===== config.mk =====
export PLATFORM = sky130hd
export DESIGN_NAME = load_store_unit
export DESIGN_NICKNAME = d
export VERILOG_FILES = /design/src/rtl/load_store_unit.sv
export SDC_FILE = /design/constraint.sdc
export NUM_CORES = 1
export LEC_CHECK = 0
export BUFFER_PORTS_ARGS = -buffer_cell sky130_fd_sc_hd__buf_2
export CORE_AREA = 2 2 103 105
export CTS_CLUSTER_SIZE = 10
export DETAILED_ROUTE_END_ITERATION = 16
export DIE_AREA = 0 0 105 107
export GPL_TIMING_DRIVEN = 0
export MAX_ROUTING_LAYER = met4
export PLACE_DENSITY = 0.72
export SLEW_MARGIN = 20
export SYNTH_ARGS = -nofsm -noshare
export SYNTH_HDL_FRONTEND = slang
export SYNTH_SLANG_ARGS = --single-unit

===== constraint.sdc =====
create_clock -name clk -period 4.6 [get_ports clk]
set_input_delay 0.92 -clock clk [delete_from_list [all_inputs] [get_ports clk]]
set_output_delay 0.92 -clock clk [all_outputs]
set_load 0.005 [all_outputs]

===== src/rtl/load_store_unit.sv =====
// -----------------------------------------------------------------------------
// load_store_unit
//
// Data-side master for the unified word memory. It takes one RV32I load or
// store request at a time and turns it into memory strobes:
//   - loads read a whole word, then pick out the byte or half-word and
//     sign- or zero-extend it;
//   - stores replicate the data across lanes and write one lane (SB), two
//     single lanes in consecutive cycles (SH), or the full word (SW).
//
// Optional feature macro: MISALIGN_TRAP_EN
//   defined   : misaligned LH/LHU/SH (a[0]=1) and LW/SW (a[1:0]!=0) take the
//               error path (no strobe, resp_err=1, response one cycle later)
//   undefined : the low address bits below the access size are ignored and
//               resp_err flags an illegal funct3 only
//
// Parameters
//   ADDR_W            memory word-address width (mem_address = req_addr[ADDR_W+1:2])
//
// Ports
//   clk               clock, all logic on the rising edge
//   rst               synchronous active-high reset
//   req_valid/ready   request handshake, ready only while idle
//   req_we            1 = store, 0 = load
//   req_funct3        RV32I funct3 of the access
//   req_addr          byte address
//   req_wdata         store data (rs2)
//   resp_valid        one-cycle completion pulse
//   resp_rdata        extended load data (0 for stores and errors)
//   resp_err          request was rejected
//   mem_address       word address to memory
//   mem_data_in       lane-replicated store data
//   mem_str, mem_ld   store / load strobes
//   mem_byte_masking  0..3 selects one byte lane, 4'hF selects the whole word
//   mem_data_out      memory read data, valid the cycle after mem_ld
// -----------------------------------------------------------------------------
module load_store_unit #(
   parameter int ADDR_W = 12
) (
   input  logic              clk,
   input  logic              rst,
   input  logic              req_valid,
   output logic              req_ready,
   input  logic              req_we,
   input  logic [2:0]        req_funct3,
   input  logic [31:0]       req_addr,
   input  logic [31:0]       req_wdata,
   output logic              resp_valid,
   output logic [31:0]       resp_rdata,
   output logic              resp_err,
   output logic [ADDR_W-1:0] mem_address,
   output logic [31:0]       mem_data_in,
   output logic              mem_str,
   output logic              mem_ld,
   output logic [3:0]        mem_byte_masking,
   input  logic [31:0]       mem_data_out
);

   typedef enum logic [2:0] {
      IDLE,
      LD,
      LDW,
      ST0,
      ST1,
      RESP
   } state_t;

   state_t state;
   state_t state_next;

   logic [2:0]        funct3_q;
   logic [ADDR_W+1:0] addr_q;
   logic [31:0]       wdata_q;

   logic        accept;
   logic        legal;
   logic        misaligned;
   logic        req_err;
   logic [7:0]  byte_sel;
   logic [15:0] half_sel;
   logic [31:0] load_value;

   // Address bits above the memory are deliberately dropped so accesses wrap.
   logic unused_addr_hi;
   assign unused_addr_hi = ^req_addr[31:ADDR_W+2];

   assign accept = req_valid && (state == IDLE);

   // Classify the incoming request: legality of funct3 for its direction and,
   // when the trap feature is built in, alignment to the access size.
   always_comb begin
      legal      = 1'b0;
      misaligned = 1'b0;
      if (req_we) begin
         legal = (req_funct3 inside {3'b000, 3'b001, 3'b010});
      end else begin
         legal = (req_funct3 inside {3'b000, 3'b001, 3'b010, 3'b100, 3'b101});
      end
`ifdef MISALIGN_TRAP_EN
      if (req_funct3[1:0] == 2'b01) begin
         misaligned = req_addr[0];
      end else if (req_funct3[1:0] == 2'b10) begin
         misaligned = (req_addr[1:0] != 2'b00);
      end
`endif
      req_err = !legal || misaligned;
   end

   // State register.
   always_ff @(posedge clk) begin
      if (rst) begin
         state <= IDLE;
      end else begin
         state <= state_next;
      end
   end

   // Next-state logic. A rejected request skips memory entirely; SH is the
   // only access that needs a second store cycle.
   always_comb begin
      state_next = state;
      case (state)
         IDLE: begin
            if (req_valid) begin
               if (req_err) begin
                  state_next = RESP;
               end else if (req_we) begin
                  state_next = ST0;
               end else begin
                  state_next = LD;
               end
            end
         end
         LD:      state_next = LDW;
         LDW:     state_next = RESP;
         ST0:     state_next = (funct3_q == 3'b001) ? ST1 : RESP;
         ST1:     state_next = RESP;
         RESP:    state_next = IDLE;
         default: state_next = IDLE;
      endcase
   end

   // Request fields are captured on accept; the response registers are
   // cleared then so stores and errors always report zero data.
   always_ff @(posedge clk) begin
      if (rst) begin
         funct3_q   <= 3'b000;
         addr_q     <= '0;
         wdata_q    <= 32'h0;
         resp_rdata <= 32'h0;
         resp_err   <= 1'b0;
      end else begin
         if (accept) begin
            funct3_q   <= req_funct3;
            addr_q     <= req_addr[ADDR_W+1:0];
            wdata_q    <= req_wdata;
            resp_rdata <= 32'h0;
            resp_err   <= req_err;
         end
         if (state == LDW) begin
            resp_rdata <= load_value;
         end
      end
   end

   // Lane extraction from the returned word, then extension by funct3.
   always_comb begin
      byte_sel   = 8'h00;
      half_sel   = 16'h0000;
      load_value = 32'h0;
      case (addr_q[1:0])
         2'b00:   byte_sel = mem_data_out[7:0];
         2'b01:   byte_sel = mem_data_out[15:8];
         2'b10:   byte_sel = mem_data_out[23:16];
         default: byte_sel = mem_data_out[31:24];
      endcase
      half_sel = addr_q[1] ? mem_data_out[31:16] : mem_data_out[15:0];
      case (funct3_q)
         3'b000:  load_value = {{24{byte_sel[7]}}, byte_sel};
         3'b001:  load_value = {{16{half_sel[15]}}, half_sel};
         3'b010:  load_value = mem_data_out;
         3'b100:  load_value = {24'h0, byte_sel};
         3'b101:  load_value = {16'h0, half_sel};
         default: load_value = 32'h0;
      endcase
   end

   // Handshake and memory-side outputs decoded from state and captured fields.
   // Store data and lane mask are only driven while a store strobe is active.
   // SH writes the lower lane of the selected half in ST0 and the upper in ST1.
   always_comb begin
      req_ready        = (state == IDLE);
      resp_valid       = (state == RESP);
      mem_ld           = (state == LD);
      mem_str          = (state == ST0) || (state == ST1);
      mem_address      = addr_q[ADDR_W+1:2];
      mem_data_in      = 32'h0;
      mem_byte_masking = 4'h0;
      if (mem_str) begin
         case (funct3_q[1:0])
            2'b00: begin
               mem_data_in      = {4{wdata_q[7:0]}};
               mem_byte_masking = {2'b00, addr_q[1:0]};
            end
            2'b01: begin
               mem_data_in      = {2{wdata_q[15:0]}};
               mem_byte_masking = {2'b00, addr_q[1], (state == ST1)};
            end
            2'b10: begin
               mem_data_in      = wdata_q;
               mem_byte_masking = 4'hF;
            end
            default: begin
               mem_data_in      = 32'h0;
               mem_byte_masking = 4'h0;
            end
         endcase
      end
   end

endmodule


Yosys cells after proc, flatten, opt, wreduce, memory -nomap -nowiden
Index checks and enable logic that the tools add are counted.

operators by class
  reductions and logical operators = 12
  eq/ne operators = 18
  muxes and demuxes = 15

operators with widths
  kind                number
  $pmux 32 s5         1
  $mux 32             3
  $pmux 32 s3         1
  $pmux 8 s3          1
  $eq 3x3->1 const B  6
  $mux 16             1
  $eq 3x2->1 const B  4
  $pmux 3 s4          1
  $pmux 4 s3          1
  $eq 3x1->1 const B  3
  $logic_not 3->1     3
  $mux 3              2
  $reduce_bool 5->1   1
  $eq 2x1->1 const B  2
  $eq 2x2->1 const B  2
  $logic_not 2->1     2
  $mux 4              1
  $reduce_bool 3->1   1
  $mux 1              2
  $mux 2              1
  $ne 2x2->1 const B  1
  $reduce_bool 2->1   1
  $reduce_or 2->1     1
  $logic_and 1x1->1   1
  other kinds (2)     2

word-level totals
  register bits = 85
  output and inout port bits = 85
  logic and storage cells = 51

Depth between registers and ports, before layout
Gate-level depths: netlist (run 1).

  word-level depth = 6
  depth in mapped cells = 7
  gate-level depth less buffers = 4

Least setup slack after synthesis (run 1)
Ideal clock, no wire load.

  path kind = flip-flop to output port
  from = reg state[2]
  to = out mem_data_in[23]
  stages on the path, launching flop included = 7
  path slack = 2.070 ns
  buffers on the path = 3
  arrival = 1.610 ns
  data required time = 3.680 ns
  path through = dfxtp_1 -> buf_2 -> or3b_2 -> o21a_1 -> clkbuf_1 -> clkbuf_1 -> a21oi_1

on the way
  cells in the longest elaborated chain, start to end = 3
  elaborated cells between the ends (all ways) = 4
  classes of those cells = eq/ne (2); mux (1); reduce/logical (1)

RTL lines
  element                                   line  RTL
  from (decl)                               68    state_t state;
  from (signal assigned)                    114   state <= state_next;
  $eq 3x2->1 or $eq 3x3->1 (tied branches)  195   mem_str = (state == ST0) || (state == ST1);
  $logic_or 1x1->1 *                        195
  $mux 32 *                                 199   if (mem_str) begin
  to (decl)                                 52    output logic [31:0] mem_data_in,

Mark *: on every way between the ends. The rest lies on a longest branch, timed or not.

Final worst setup path (run 1)
  from = reg state[0]
  to = out mem_data_in[7]

The elaborated chain is that of the path after synthesis.

==> results of run 1 <==
## state kept, by name, indices dropped and copies added, names as in the netlist
name,cells
resp_rdata,32
wdata_q,32
addr_q,14
funct3_q,3
state,3
resp_err,1
## cell families (layout without fill, tap and decap cells)
logic type             count (synthesis)  count (layout)
AOI/OAI and AO/OA                    161             161
and+or+nand+nor                      227             227
DFF                                   85              85
muxes                                 12              12
buffers and inverters                 59             243
## metrics by stage
| step | instance area [um2] | util | hold WS (ps) | power [W] |
|---|---|---|---|---|
| after floorplan | 4190 | - | 436 | 0.00112 |
| after global placement | 5200 | 0.515 | 432 | 0.00128 |
| after detailed placement | 5200 | 0.515 | 440 | 0.00129 |
| after CTS | 5400 | 0.535 | 459 | 0.00183 |
| after global routing | 5400 | 0.535 | 481 | 0.00192 |
| final | 5400 | 0.535 | 456 | 0.00182 |
## cells in the final DEF, fill, tap and decap left out, drive strengths merged, types with 2 or more instances in the layout
master	netlist	layout
a21o	2	2
a21oi	86	86
a221oi	24	24
a222oi	6	6
a22oi	16	16
and2	10	10
buf	25	193
clkbuf	32	41
clkinv	0	2
clkinvlp	0	2
dfxtp	85	85
inv	2	4
mux2	9	9
mux2i	2	2
nand2	169	169
nand2b	10	10
nand3	2	2
nor2	15	15
nor2b	4	4
nor3	3	3
nor3b	4	4
o21a	2	2
o21ai	17	17
or2	4	4
## metal layers
layer | part of all wire | global-route usage | vias up
met4 | 0.021 | 0.0914 | 0
met1 | 0.43 | 0.307 | 2076
met3 | 0.083 | 0.0395 | 20
met5 | 0 | - | -
li1 | - | - | 2242
met2 | 0.47 | 0.407 | 239
## worst max-delay path, stage by stage (launching register included)
cell and delay [ps]:
dfxtp_1 310, clkbuf_1 190, or3b_2 530, o21a_1 150, a21oi_1 490, and2_1 240, buf_2 120
## path summary, 6_finish.rpt
kind,start,end,slack [ps],cells past startpoint
worst max-delay path,state[0]$_SDFFE_PP0P_,mem_data_in[7],1300,6
worst min-delay path,resp_rdata[3]$_SDFFE_PP0P_,resp_rdata[3]$_SDFFE_PP0P_,460,2
worst max register to register,state[1]$_SDFFE_PP0P_,resp_rdata[12]$_SDFFE_PP0P_,2480,6
worst min register to register,resp_rdata[3]$_SDFFE_PP0P_,resp_rdata[3]$_SDFFE_PP0P_,460,2
## cell type report
class                           instances  area, um2  area share
Buffer                                 57        288      0.0533
Clock buffer                            9        124      0.0230
Clock inverter                          7       72.6      0.0135
Inverter                                2       7.51     0.00139
Multi-Input combinational cell        400       2190       0.406
Sequential cell                        85       1700       0.315
Tap cell                              136        170      0.0315
Timing Repair Buffer                  168        841       0.156
## where the power goes
part / internal (W) / switching, W / leakage (nW) / total, W
logic: 0.000180 / 0.000274 / 1.50 / 0.000454
clock network: 0.000253 / 0.000288 / 0.0960 / 0.000541
registers: 0.000787 / 0.0000383 / 0.693 / 0.000825
total: 0.00122 / 0.000600 / 2.29 / 0.00182
==> results.ini, run 1 <==
[run_status]
status = completed

[timing]
rsz0062_at_grt = no
finClkSkew_ps = 7.26
fmax_ghz = 0.303
period_minus_slack_ps = 3300
setup_viol = 0
setup_slack_ps = 1300
relSlewSlack = 0.428
setup-tns-final_ps = 0
hold_violations = 0
worstMarginPinSlew_ps = 856
final_max_slew_viol_count = 0
fin_crit_sh = 0.716

[synth]
synth_commonest_cells = 169 x nand2_1, 86 x a21oi_1, 85 x dfxtp_1
synthArstFlopShare = 0
yosysUniqueCellTypes = 43
ys_warn_count = 0
postSynthAreaPerCell_um2 = 7.70
ys_ff_latch = 85
synth_most_common_cell = nand2_1
syn-num-nets = 647
synth_area_um2 = 4190
synth_top_family_by_area = compound AO/OA/AOI/OAI gates
synth_top_area_cell = dfxtp_1
synth_xor_area_frac = 0
synth_compound_area_frac = 0.254
synth-seq-area-share = 0.406
synth_top_area_frac = 0.406
synth.area.mux_share = 0.0353
yosys.area_share.adder = 0
synth_edf_count = 0
synthSimpleGateAreaFrac = 0.234
synth.top_cells.by_area = dfxtp_1 41%, nand2_1 15%, a21oi_1 10%, a221oi_2 3.6%, a221oi_1 2.9%
synthCells = 544
ys.flop_type = dfxtp_1

[floorplanning]
die_w_um = 105
die_area_um2 = 11200
core_region_area_um2 = 10100
die_y_um = 107
start_util = 0.415
row_count = 37
ioPinCount = 188

[drt]
viasPerCell = 5.30
drc = 0
via_count = 4577
dr.pass1.iters = 6
wl_per_cell_um = 15.6
wirelength_um = 13500
drt-initial-drc-count = 297
ant_nets = 0

[finish]
fin_cells = 864
nFillCells = 1011
diodes = 0
areaGrowthSynthToFinish_pct = 28.8
nets = 826
final_layout_size_suffix_gt1_frac = 0.323

[placed_design]
dp_cells = 848
place_congestion = 0.929
dp_slack_ps = 1690
numPortBuffers = 168
dp_hpwl_um = 10500

[clock_tree]
cts-root-buf = clkbuf_8
ctsHoldBuffers = 0
post_cts_buffers = 0
numClockSinks = 85
cts_tree = built
numCtsBuffers = 9
clk_pin_slew_ps = 90
htree_levels = 3
clk_latency_ps = 370
clockBufferDepth = 2
ctsResizeCount = 0

[worst_setup_path]
crit_path_end_kind = output pin
critPathArrivalTime_ps = 2380
cp_max_fo = 10
worstPathRequired_ps = 3680
criticalPathCategory = reg2out
start_kind = flip-flop

[job]
maxCapViolations = 0

[global_route]
gr-usage-all-layers = 0.247
grt_remaining_overflow = 0
grt_pass1_vias = 4440
grt_first_pass_wirelength_um = 21500
antenna_found_initial = 0
grt_max_degree = 16

[min_path]
hp-class = reg2reg

[power]
ir_drop_mv = 0.201
leakage_nw = 2.29
power_density_nw_per_um2 = 337

Note: power is estimated with default switching activity, not from simulation.
==> inputs of run 2 (changes only) <==
Settings changed: PLACE_DENSITY 0.72 to 0.75.
Clock period 4.6 ns to 2.9 ns, I/O delays scaled along.
==> results.ini, run 2 (synthesis results as in run 1) <==
[finish]
diodes = 0
top_regs = resp_rdata: 32 flops, wdata_q: 32 flops, addr_q: 14 flops
nets = 826
multi_input_area_um2 = 2200
final_common_cell = buf_2
fin_cells = 864
regArea_um2 = 1700
layout_common_cells = 178 x buf_2, 169 x nand2_1, 85 x a21oi_1, 85 x dfxtp_1, 27 x clkbuf_1
areaGrowthSynthToFinish_pct = 28.8
nFillCells = 1052
final_layout_size_suffix_gt1_frac = 0.331

[floorplanning]
die_y_um = 107
core_region_area_um2 = 10100
row_count = 37
start_util = 0.415
die_w_um = 105
ioPinCount = 188
die_area_um2 = 11200

[power]
p_int_w = 0.00185
power_frac_clock = 0.276
power_switching_w = 0.000974
ir_drop_mv = 0.274
p_seq_frac = 0.464
power_density_nw_per_um2 = 523
comb_power_share = 0.260
p_sw_frac = 0.345
leakage_nw = 2.28

[run_status]
status = completed

[worst_setup_path]
crit_slowest_cell = or3b_2
critPathArrivalTime_ps = 2230
cp_max_fo = 10
crit_path_end_kind = output pin
worstPathRequired_ps = 2320
path_cells = buf_2 -> or3b_2 -> o21a_1 -> buf_2 -> o32ai_1 -> buf_2
crit_path_frequent_cell = buf_2
criticalPathCategory = reg2out
max_stage_delay_ps = 480
start_kind = flip-flop

[timing]
hold_violations = 0
period_minus_slack_ps = 2810
finClkSkew_ps = 8.42
final_max_slew_viol_count = 0
fin_crit_sh = 0.969
relSlewSlack = 0.371
setup_viol = 0
setup-tns-final_ps = 0
worstMarginPinSlew_ps = 942
timing.hold.ws_ps = 439
fmax_ghz = 0.356
rsz0062_at_grt = no

[global_route]
grt_max_degree = 16
grt_pass1_vias = 4432
grt_first_pass_wirelength_um = 22100
grt_remaining_overflow = 0
gr-usage-all-layers = 0.258
antenna_found_initial = 0

[placed_design]
dp_cells = 848
dp_hpwl_um = 10900
numPortBuffers = 168
place_congestion = 0.875

[drt]
routed-wl-met2_um = 6670
ant_nets = 0
via_count = 4633
dr.pass1.iters = 6
wirelength_um = 14200
drc = 0
routed.top_layer = met4
drt-initial-drc-count = 241
wl_per_cell_um = 16.4
viasPerCell = 5.36
wl_met3_um = 911
met1_length_um = 6170

[clock_tree]
clk_latency_ps = 370
ctsHoldBuffers = 0
numClockSinks = 85
clockBufferDepth = 2
numCtsBuffers = 9
post_cts_buffers = 0
cts-root-buf = clkbuf_8
clk_pin_slew_ps = 90
cts_tree = built
htree_levels = 3

[min_path]
hp-class = in2reg

[job]
maxCapViolations = 0

==> run 2: path summary, 6_finish.rpt <==
path	startpoint	to	slack, ps	cells after the start
worst max-delay path	state[2]$_SDFFE_PP0P_	mem_byte_masking[0]	90	6
worst max register to register	state[1]$_SDFFE_PP0P_	resp_rdata[15]$_SDFFE_PP0P_	730	6
worst min register to register	addr_q[13]$_SDFFE_PP0P_	addr_q[13]$_SDFFE_PP0P_	460	2
worst min-delay path	req_wdata[31]	wdata_q[31]$_SDFFE_PP0P_	440	3
==> run 2: metrics by stage <==
step,util,setup WS (ps),power [W],area [um2]
after floorplan,-,710,0.00178,4190
after detailed placement,0.515,245,0.00206,5200
after CTS,0.533,68.0,0.00283,5380
final,0.534,90.9,0.00282,5390
after global routing,0.534,4.69,0.00298,5390
after global placement,0.515,260,0.00204,5200
==> run 2: worst max-delay path: cells and delay by family (launching register included) <==
family,cells,cell delay (ps)
buffers and inverters,3,590
and+or+nand+nor,1,480
AOI/OAI and AO/OA,2,460
DFF,1,340
==> run 2: power by group through the flow <==
stage / Sequential (W) / Combinational [W] / Clock (W)
2_1_floorplan: 0.00132 / 0.000464 / 0
3_3_place_gp: 0.00133 / 0.000712 / 0
3_5_place_dp: 0.00134 / 0.000725 / 0
4_1_cts: 0.00131 / 0.000730 / 0.000795
5_1_grt: 0.00132 / 0.000816 / 0.000843
6_report: 0.00131 / 0.000735 / 0.000778
==> run 2: cell type report <==
class | instances | share of cell area
Sequential cell | 85 | 0.316
Clock inverter | 7 | 0.00974
Timing Repair Buffer | 168 | 0.156
Tap cell | 136 | 0.0316
Multi-Input combinational cell | 400 | 0.408
Inverter | 2 | 0.00139
Buffer | 57 | 0.0545
Clock buffer | 9 | 0.0230
==> run 2: layer usage <==
layer | GRT usage | vias up
met4 | 0.124 | 0
li1 | - | 2237
met1 | 0.322 | 2149
met5 | - | -
met2 | 0.407 | 215
met3 | 0.0474 | 32
==> run 2: what timing repair did <==
action / 4_1_cts / 5_1_grt
endpoints found under the setup margin: 18 / 18
gates cloned: 0 / 0
gates resized for setup: 3 / 9
==> inputs of run 3 (changes only) <==
Settings changed: CORE_AREA 2 2 103 105 to 2 2 102 104, DIE_AREA 0 0 105 107 to 0 0 104 106, PLACE_DENSITY 0.75 to 0.76.
==> results.ini, run 3 (synthesis results as in run 1) <==
[run_status]
status = completed

[worst_setup_path]
criticalPathCategory = reg2out
worstPathRequired_ps = 2320
reg2reg_to = resp_rdata[7]$_SDFFE_PP0P_
ff2ff_setup_slack_ps = 810
max_stage_delay_ps = 480
r2r_cells = 6
crit_path_end_kind = output pin
start_kind = flip-flop
r2r_start = state[1]$_SDFFE_PP0P_
crit_path_frequent_cell = buf_2
critPathArrivalTime_ps = 2200
cp_max_fo = 10
crit_slowest_cell = or3b_2
path_cells = buf_2 -> or3b_2 -> o21a_1 -> buf_2 -> buf_2 -> a21oi_1 -> buf_2

[power]
leakage_nw = 2.31
p_sw_frac = 0.304
p_seq_frac = 0.435
comb_power_share = 0.241
power_switching_w = 0.000917
ir_drop_mv = 0.272
power_frac_clock = 0.325
power_density_nw_per_um2 = 555
p_int_w = 0.00210
total_power_w = 0.00302

[timing]
worstMarginPinSlew_ps = 834
relSlewSlack = 0.443
rsz0062_at_grt = no
setup-tns-final_ps = 0
setup_slack_ps = 122
fin_crit_sh = 0.958
period_minus_slack_ps = 2780
final_max_slew_viol_count = 0
timing.hold.ws_ps = 456
fmax_ghz = 0.360
finClkSkew_ps = 5.73
hold_violations = 0
setup_viol = 0

[finish]
multi_input_area_um2 = 2190
nFillCells = 977
regArea_um2 = 1700
layout_common_cells = 178 x buf_2, 169 x nand2_1, 85 x a21oi_1, 85 x dfxtp_1, 31 x clkbuf_1
final_common_cell = buf_2
top_regs = resp_rdata: 32 flops, wdata_q: 32 flops, addr_q: 14 flops
areaGrowthSynthToFinish_pct = 29.7
nets = 826
final_layout_size_suffix_gt1_frac = 0.325
diodes = 0

[clock_tree]
cts_tree = built
clk_latency_ps = 360
cts-root-buf = clkbuf_8
numClockSinks = 85
clk_pin_slew_ps = 80
clockBufferDepth = 2
ctsHoldBuffers = 0
numCtsBuffers = 9
htree_levels = 3

[global_route]
antenna_found_initial = 0
grt_max_degree = 14
gr-usage-all-layers = 0.252
grt_first_pass_wirelength_um = 21600
grt_pass1_vias = 4376
grt_remaining_overflow = 0

[min_path]
min_from = req_addr[13]
whs_endpoint = addr_q[13]$_SDFFE_PP0P_
hp-class = in2reg
min_path_cells = 3

[drt]
viasPerCell = 5.35
wirelength_um = 13600
drt-initial-drc-count = 296
via_count = 4619
ant_nets = 0
wl_per_cell_um = 15.8
drc = 0
dr.pass1.iters = 7

[floorplanning]
die_w_um = 104
die_area_um2 = 11000
ioPinCount = 188
die_y_um = 106
row_count = 37
core_region_area_um2 = 10000
start_util = 0.419

[job]
maxCapViolations = 0

[placed_design]
dp_hpwl_um = 10500
numPortBuffers = 168
place_congestion = 0.994
dp_slack_ps = 332

-- run 3: per-stage QoR --
stage | util | instance area, um2 | std cells
4_1_cts | 0.543 | 5430 | 863
6_report | 0.543 | 5430 | 863
3_5_place_dp | 0.520 | 5200 | 848
2_1_floorplan | - | 4190 | 544
3_3_place_gp | 0.520 | 5200 | 848
5_1_grt | 0.543 | 5430 | 863
-- run 3: power by group through the flow --
stage               logic [W]  clock network, W  registers, W
floorplan            0.000464                 0       0.00132
global placement     0.000698                 0       0.00133
detailed placement   0.000719                 0       0.00134
CTS                  0.000724          0.000992       0.00131
global route         0.000804           0.00104       0.00132
finish               0.000726          0.000979       0.00131
-- run 3: worst max path at each step --
| stage | from | endpoint | slack [ps] | cells past startpoint |
|---|---|---|---|---|
| after CTS | state[2]$_SDFFE_PP0P_ | mem_data_in[23] | 20 | 7 |
| after global routing | funct3_q[1]$_SDFFE_PP0P_ | mem_data_in[10] | 1 | 6 |
| after global placement | state[0]$_SDFFE_PP0P_ | mem_data_in[7] | 400 | 6 |
| final | state[2]$_SDFFE_PP0P_ | mem_data_in[23] | 120 | 7 |
| after detailed placement | state[2]$_SDFFE_PP0P_ | mem_data_in[7] | 330 | 6 |
| after floorplan | state[2]$_SDFFE_PP0P_ | mem_data_in[23] | 710 | 6 |
-- run 3: final cells by class --
type,instances,share of cell area
Buffer,57,0.0534
Clock buffer,10,0.0235
Clock inverter,5,0.0184
Inverter,2,0.00138
Multi-Input combinational cell,400,0.404
Sequential cell,85,0.313
Tap cell,136,0.0313
Timing Repair Buffer,168,0.155
-- run 3: worst max-delay path: cells and delay by family (launching register included) --
kind                   cells  cell delay (ps)
buffers and inverters      4              710
AND/OR/NAND/NOR            1              480
AO/OA/AOI/OAI              2              290
flip-flops                 1              350
-- run 3: timing repair --
item                                    in CTS  in global routing
hold endpoints to repair                     0                  0
endpoints found under the setup margin      10                 12
cloned                                       0                  0
gates resized for setup                      2                  4
buffers inserted                             0                  0
-- run 3: per-layer routing --
layer | vias to the layer above | share of wire | track usage | routed length [um]
li1 | 2235 | - | - | -
met1 | 2129 | 0.42 | 0.301 | 5760
met2 | 218 | 0.47 | 0.415 | 6410
met3 | 37 | 0.073 | 0.0472 | 990
met4 | 0 | 0.032 | 0.118 | 435
met5 | - | 0 | - | 0
